===== src/rtl/pipe_reg_mux.sv =====
// pipe_reg_mux: parametrised DSP input register / bypass pipeline
// with valid tracking, CE stall, sync flush, occupancy count and
// optional parity (PIPE_REG_MUX_PARITY_EN).
// Ports: CLK, RST (async active-low), CE (advance), SRST (flush),
//   in_data/in_valid -> stage 0; out_data/out_valid <- last stage;
//   occ = valid stages held; par_err = sticky parity error.
module pipe_reg_mux #(
  parameter int WIDTH = 18,
  parameter int DEPTH = 1,
  parameter int OCC_W = 4
) (
  input  logic             CLK,
  input  logic             RST,
  input  logic             CE,
  input  logic             SRST,
  input  logic [WIDTH-1:0] in_data,
  input  logic             in_valid,
  output logic [WIDTH-1:0] out_data,
  output logic             out_valid,
  output logic [OCC_W-1:0] occ,
  output logic             par_err
);

  if (DEPTH > 8 || DEPTH < 0 ||
      OCC_W < $clog2(DEPTH + 1)) begin : g_bad
    $fatal(1, "pipe_reg_mux: bad DEPTH/OCC_W");
  end

  if (DEPTH == 0) begin : g_byp
    logic unused_b;
    assign unused_b  = ^{CLK, RST, CE, SRST};
    assign out_data  = in_data;
    assign out_valid = in_valid;
    assign occ       = '0;
    assign par_err   = 1'b0;
  end else begin : g_pipe
    logic [DEPTH-1:0][WIDTH-1:0] data_q, data_d;
    logic [DEPTH-1:0]            vld_q, vld_d;
    logic [OCC_W-1:0]            occ_q, occ_d;

    always_comb begin
      data_d = data_q;
      vld_d  = vld_q;
      occ_d  = occ_q;
      if (SRST) begin
        data_d = '0;
        vld_d  = '0;
        occ_d  = '0;
      end else if (CE) begin
        for (int k = DEPTH - 1; k > 0; k--) begin
          data_d[k] = data_q[k-1];
          vld_d[k]  = vld_q[k-1];
        end
        data_d[0] = in_data;
        vld_d[0]  = in_valid;
        // enter and leave in the same edge cancel out
        occ_d = occ_q + OCC_W'(in_valid)
                      - OCC_W'(vld_q[DEPTH-1]);
      end
    end

    always_ff @(posedge CLK or negedge RST) begin
      if (!RST) begin
        data_q <= '0;
        vld_q  <= '0;
        occ_q  <= '0;
      end else begin
        data_q <= data_d;
        vld_q  <= vld_d;
        occ_q  <= occ_d;
      end
    end

    always_comb begin
      assert (occ_q == OCC_W'($countones(vld_q)));
    end

    assign out_data  = data_q[DEPTH-1];
    assign out_valid = vld_q[DEPTH-1];
    assign occ       = occ_q;

`ifdef PIPE_REG_MUX_PARITY_EN
    logic [DEPTH-1:0] par_q, par_d;
    logic             par_err_q, par_err_d;

    always_comb begin
      par_d     = par_q;
      par_err_d = par_err_q;
      if (SRST) begin
        par_d     = '0;
        par_err_d = 1'b0;
      end else if (CE) begin
        for (int k = DEPTH - 1; k > 0; k--) begin
          par_d[k] = par_q[k-1];
        end
        par_d[0] = ^in_data;
        // only a valid word leaving the last stage is judged
        if (vld_q[DEPTH-1] &&
            ((^data_q[DEPTH-1]) != par_q[DEPTH-1])) begin
          par_err_d = 1'b1;
        end
      end
    end

    always_ff @(posedge CLK or negedge RST) begin
      if (!RST) begin
        par_q     <= '0;
        par_err_q <= 1'b0;
      end else begin
        par_q     <= par_d;
        par_err_q <= par_err_d;
      end
    end

    assign par_err = par_err_q;
`else
    assign par_err = 1'b0;
`endif
  end

endmodule


===== config.mk =====
export PLATFORM = sky130hd
export DESIGN_NAME = pipe_reg_mux
export DESIGN_NICKNAME = d
export VERILOG_FILES = /design/src/rtl/pipe_reg_mux.sv
export SDC_FILE = /design/constraint.sdc
export NUM_CORES = 1
export LEC_CHECK = 0
export ABC_AREA = 1
export CORE_MARGIN = 1.5
export CORE_UTILIZATION = 43
export CTS_CLUSTER_DIAMETER = 40
export DETAILED_ROUTE_END_ITERATION = 16
export HOLD_SLACK_MARGIN = 0.08
export PLACE_DENSITY = 0.86
export SLEW_MARGIN = 20
export SYNTH_ARGS = -nofsm -noshare
export SYNTH_HDL_FRONTEND = slang
export SYNTH_SLANG_ARGS = --single-unit

===== constraint.sdc =====
create_clock -name CLK -period 3.9 [get_ports CLK]
set_input_delay 0.78 -clock CLK [delete_from_list [all_inputs] [get_ports CLK]]
set_output_delay 0.78 -clock CLK [all_outputs]
set_load 0.01 [all_outputs]

### Yosys cells after proc, flatten, opt, wreduce, memory -nomap -nowiden

Index checks and enable logic that the tools add are counted.

| storage, ports and cells | value |
|---|---|
| bits in registers | 23 |
| bits in read-only memories | 0 |
| output and inout bits | 24 |
| RAM bits | 0 |
| bits of input ports | 23 |
| latch bits | 0 |
| memories | 0 |

| operators by class | value |
|---|---|
| muxes and demuxes | 6 |
| bitwise operators | 0 |
| order comparisons | 0 |
| divide/modulo/power cells | 0 |
| multipliers | 0 |
| equality and inequality tests | 0 |
| shift operators | 0 |
| $add $sub $neg | 2 |
| reductions and logical operators | 1 |

Operators with widths:

| operator | number |
|---|---|
| $mux W18 | 2 |
| $mux W4 | 2 |
| $add A4 B1 Y4 | 1 |
| $sub A4 B1 Y4 | 1 |
| $mux W1 | 2 |
| $reduce_bool A2 Y1 | 1 |

### Logic depth before layout (Yosys ltp)

Gate-level depths: netlist of the first run.

| depth | value |
|---|---|
| depth in word-level cells | 4 |
| depth in mapped cells | 9 |
| gate-level depth less buffers | 9 |

### Least setup slack after synthesis of the first run

Ideal clock, no wire load.

| path | value |
|---|---|
| path type | input to register |
| from | input in_valid |
| to | register g_pipe.occ_q[2] (netlist: occ[2]) |
| library setup time | 126 ps |
| arrival | 1570 ps |
| cell stages on the path | 4 |
| slack | 2204 ps |
| cell sequence | ha_1 -> fa_1 -> xnor2_1 -> o22ai_1 |

| between the ends | value |
|---|---|
| longest elaborated chain between the ends | 4 |

Ends and longest elaborated chain:

| item | line | text |
|---|---|---|
| from (decl) | 17 | `input logic in_valid,` |
| $add A4 B1 Y4 | 57 | `occ_d = occ_q + OCC_W'(in_valid)` |
| $sub A4 B1 Y4 | 58 | `- OCC_W'(vld_q[DEPTH-1]);` |
| $mux W4 | 49 | `end else if (CE) begin` |
| $mux W4 | 45 | `if (SRST) begin` |
| to (signal assigned) | 66 | `occ_q <= '0;` |
| to (signal assigned) | 70 | `occ_q <= occ_d;` |
| to (decl) | 39 | `logic [OCC_W-1:0] occ_q, occ_d;` |

Every way passes these cells. The select of a mux whose other input is x is not followed.
A chain may end at the register's enable or synchronous reset.

### Worst setup path in the final report of the first run

| path | value |
|---|---|
| from | register g_pipe.vld_q (netlist: out_valid) |
| to | output out_valid |

RTL lines:

| item | line | text |
|---|---|---|
| from (decl) | 38 | `logic [DEPTH-1:0] vld_q, vld_d;` |
| from (signal assigned) | 69 | `vld_q <= vld_d;` |
| to (decl) | 19 | `output logic out_valid,` |

No word-level cell between the ends.

==> results of run 1 <==
per-stage QoR:
step	setup slack [ns]	utilization (%)	cells	area, sq um	hold slack, ns
5_1_grt	1.815	65.72	155	1454	0.4500
3_5_place_dp	1.679	64.71	151	1431	0.4798
3_3_place_gp	1.740	64.71	151	1431	0.4824
6_report	1.871	65.72	155	1454	0.4194
4_1_cts	1.860	65.95	155	1459	0.5152
2_1_floorplan	2.204	-	83	998.5	0.4844
layout make-up:
cell class	instances	area (sq um)
fill	183	758.2
sequential	23	575.6
timing repair buffer	45	445.4
multi-input combinational	44	329.1
inverter	11	41.29
tap	28	35.03
clock buffer	3	22.52
clock inverter	1	5.005
state kept, by name, summed over array words and instances, names as in the netlist:
name,count
occ,4
out_data,18
out_valid,1
metal layers:
| metal | GRT usage (%) | part of all wire, % | wire length, um | vias to the layer above |
|---|---|---|---|---|
| met1 | 24.47 | 47 | 988 | 355 |
| met3 | 2.924 | 4.8 | 100 | 0 |
| met5 | 0 | 0 | 0 | - |
| met2 | 29.87 | 48 | 998 | 30 |
| li1 | - | - | - | 373 |
| met4 | 2.703 | 0 | 0 | 0 |
power by group through the flow:
stage	logic (mW)	clock network, mW	registers [mW]
after global placement	0.126	0	0.271
after floorplan	0.0561	0	0.278
after CTS	0.132	0.106	0.267
final	0.130	0.106	0.267
after detailed placement	0.132	0	0.271
after global routing	0.143	0.119	0.269
cells in the final DEF (no fill, tap or decap):
cell,n
inv_1,9
dfrtp_1,23
o21ai_0,2
o22ai_1,1
nand2_1,10
a22o_1,19
clkbuf_4,3
conb_1,1
inv_2,2
ha_1,4
buf_2,1
nand3_1,3
clkdlybuf4s50_1,44
nand2_2,1
fa_1,1
clkinv_2,1
a21oi_1,1
xnor2_1,1
worst paths after layout:
check	start	end	slack, ns	cells past startpoint
hold / removal	RST	out_data[10]	0.42	1
setup reg to reg	out_valid	occ[2]	2.19	6
min in group CLK	out_data[6]	out_data[6]	0.51	1
max in group asynchronous	RST	out_data[4]	3.16	1
setup / recovery	out_valid	out_valid	1.87	1
hold reg to reg	out_data[6]	out_data[6]	0.51	1
kinds of logic after synthesis:
| family | after synthesis | share of synthesized area (%) |
|---|---|---|
| xor+xnor | 1 | 0.8774 |
| other cells | 1 | 0.3756 |
| buf+inv | 16 | 9.398 |
| simple gates | 14 | 5.890 |
| flops | 23 | 57.64 |
| compound gates | 23 | 18.80 |
| fa+ha+maj | 5 | 7.018 |
==> results.toml, run 1 <==
[clock_network]
cts_max_path_buffers = 2
path_clk_slew_ns = 0.12
ctsResizeCount = 0
cts_buffers = 3
tritoncts = "done"
clock-sinks = 23
clock-root-buffer = "clkbuf_4"
post_cts.repair.setup_buffers = 0
h-tree-depth = 1
insertion_delay_ns = 0.30
ctsHoldBuffers = 0

[sta]
hold_violations = 0
fmax_mhz = 492.8
finalMaxSlewViolations = 0
skew_ns = 0.0003741
setup_violations = 0
fin_crit_ns = 2.029
min_period_over_period_pct = 52.03
final.setup.tns_ns = 0
rsz0062_at_grt = "false"

[critical_path]
critPathKind = "reg -> out"
path_buf_inv = 1
path_cells = "clkdlybuf4s50_1"
max_stage_delay_ns = 0.55
end_kind = "output port"
path_delay_family = "buffers and inverters"
required_ns = 3.12
slowest_stage = "clkdlybuf4s50_1"
critPathLaunchType = "register"
worst-path-max-fanout = 3
crit_arrival_ns = 1.25

[floorplan]
fp.dieW_um = 51.19
die_area_sq_um = 2620
num_rows = 17
core_area_sq_um = 2212
die_h_um = 51.19
start_util_pct = 45.14
io_pins = 47

[flow_run]
maxCapViolCount = 0

[grt]
grt_first_pass_wirelength_um = 3553
grt_pass1_vias = 802
antenna_found_initial = 0
grt_overflow_total = 0
grt_max_degree = 24
track_usage_pct = 17.69

[hold_path]
min_path_type = "in -> async"

[synth]
yosys_warnings = 0
synth_area_leaders = "dfrtp_1, a22o_1, ha_1"
synth-seq-cells = 23
synth.avg_cell_area_sq_um = 12.03
ys_seq_area_share_pct = 57.64
yosysMostFrequentCell = "dfrtp_1"
syn-cell-area_sq_um = 998.5
synth_top_area_cell = "dfrtp_1"
synth_edf_count = 0
synthCells = 83
synth_top_cell_area_share_pct = 57.64
ys.flop_type = "dfrtp_1"
synthDistinctLibCells = 16
synth_common_cells = "dfrtp_1, a22o_1, nand2_1"
ys_async_sr_fraction_pct = 100.0
syn-num-nets = 111

[routing]
drt-total-wl_um = 2087
wire_per_inst_um = 13.46
vias_per_cell = 4.890
drc = 0
vias = 758
drt-initial-drc-count = 8
dr.pass1.iters = 4
postRouteAntennaNets = 0

[final_layout]
layout-drive-gt1-share_pct = 6.299
antenna_cells = 0
fin_nets = 156
area_growth_pct = 45.61

[power]
p_per_area_nw_per_um2 = 345.8
internal_power_uw = 366.5
clkPwrFrac_pct = 21.1
pwr-share-comb_pct = 25.9
p_sw_share_pct = 27.08
ir_drop_v = 0.0001999
power_uw = 502.7
switchingPower_uw = 136.1
leakage_nw = 0.6759
p_seq_share_pct = 53.0

[placement]
dpl.hpwl_um = 1567
gp_congestion = 0.7552
io_buffers = 45

[status]
status = "completed"
Power figures use the tool's default switching activity.
==> inputs of run 2 (changes only) <==
CORE_UTILIZATION = 40   (was 43)
PLACE_DENSITY = 0.81   (was 0.86)
clock period = 2.1 ns   (was 3.9 ns; I/O delays follow)
==> run 2 against run 1 <==
  * Register-to-register slack worse by 1.8 ns
  * Cell area up 0.86%
  * Worst hold slack better by 0.034 ns
  * Critical path depth unchanged
  * Largest power group unchanged
==> results.toml, run 2 (synthesized netlist as in run 1, its figures left out) <==
[status]
status = "completed"

[placement]
dpl.hpwl_um = 1551
post-place-ws_ns = 0.2594
gp_congestion = 0.7361
post_dp_cell_area_sq_um = 1439
place_inst = 152
io_buffers = 45

[final_layout]
final_cell_mix = "clkdlybuf4s50_1, dfrtp_1, a22o_1"
antenna_cells = 0
layoutNonFillerInstCount = 156
area_growth_pct = 46.87
largest_reg_flops = 18
layout-drive-gt1-share_pct = 6.250
final_common_cell = "clkdlybuf4s50_1"
fin_nets = 157
stdcell_area_sq_um = 1466
final.fill_count = 203
fin_util_pct = 64.43

[grt]
grt_overflow_total = 0
grt_pass1_vias = 795
grt_max_degree = 24
antenna_found_initial = 0
track_usage_pct = 18.39
grt_first_pass_wirelength_um = 3650

[critical_path]
crit_arrival_ns = 1.27
path_cells = "clkdlybuf4s50_1"
end_kind = "output port"
critPathLaunchType = "register"
required_ns = 1.68
path_buf_inv = 1
max_stage_delay_ns = 0.56
path_delay_family = "buffers and inverters"
worst-path-max-fanout = 3
critPathKind = "reg -> out"
slowest_stage = "clkdlybuf4s50_1"

[power]
clkPwrFrac_pct = 21.2
switchingPower_uw = 255.3
power_uw = 938.3
p_per_area_nw_per_um2 = 639.9
internal_power_uw = 683.0
pwr-share-comb_pct = 26.1
p_sw_share_pct = 27.21
p_seq_share_pct = 52.7
leakage_nw = 0.6806
ir_drop_v = 0.0003757

[routing]
drc = 0
drt-initial-drc-count = 7
vias_per_cell = 4.865
wire_per_inst_um = 13.88
dr.pass1.iters = 4
postRouteAntennaNets = 0
vias = 759
drt-total-wl_um = 2165

[clock_network]
ctsHoldBuffers = 0
h-tree-depth = 1
insertion_delay_ns = 0.30
cts_max_path_buffers = 2
cts_buffers = 3
clock-sinks = 23
tritoncts = "done"
path_clk_slew_ns = 0.12
clock-root-buffer = "clkbuf_4"
post_cts.repair.setup_buffers = 0
ctsResizeCount = 0

[sta]
hold_violations = 0
final.setup.tns_ns = 0
skew_ns = 0.002285
setup_slack_ns = 0.4101
setup_violations = 0
fin_crit_ns = 1.690
finalMaxSlewViolations = 0
worst_hold_slack_ns = 0.4534
fmax_mhz = 591.7
min_period_over_period_pct = 80.47
rsz0062_at_grt = "false"

[floorplan]
fp.dieW_um = 52.96
start_util_pct = 43.87
io_pins = 47
num_rows = 17
die_h_um = 52.96
die_area_sq_um = 2805
core_area_sq_um = 2276

[hold_path]
min_path_type = "in -> async"

[flow_run]
maxCapViolCount = 0
run 2: cell types whose count changed in the layout (fill, tap and decap cells not counted), sizes merged:
cell	before	now
clkdlybuf4s50	44	45
run 2: power by group through the flow:
stage	sequential, mW	clock (mW)	combinational [mW]
CTS	0.495	0.209	0.249
finish	0.495	0.199	0.245
global placement	0.502	0	0.236
detailed placement	0.502	0	0.249
floorplan	0.517	0	0.104
global route	0.500	0.231	0.272
run 2: final cells by class:
type,instances,area [sq um],area share (%)
Clock inverter,1,5.005,0.3413
Multi-Input combinational cell,44,329.1,22.44
Tap cell,28,35.03,2.389
Sequential cell,23,575.6,39.25
Timing Repair Buffer,46,457.9,31.23
Clock buffer,3,22.52,1.536
Inverter,11,41.29,2.816
run 2: final timing paths:
kind,start,slack (ns),cells past startpoint,endpoint
worst max-delay path,out_valid,0.41,1,out_valid
worst min-delay path,RST,0.45,2,out_data[11]
worst max register to register,out_valid,0.41,6,occ[2]
worst min register to register,out_data[7],0.51,1,out_data[7]
max in group asynchronous,RST,1.43,2,out_data[9]
min in group CLK,out_data[7],0.51,1,out_data[7]
run 2: metal layers:
metal	vias to the layer above	GRT usage (%)	routed length [um]
met3	2	3.107	150
met5	-	0	0
met2	33	31.46	1004
met1	350	22.10	992
li1	374	-	-
met4	0	9.402	17
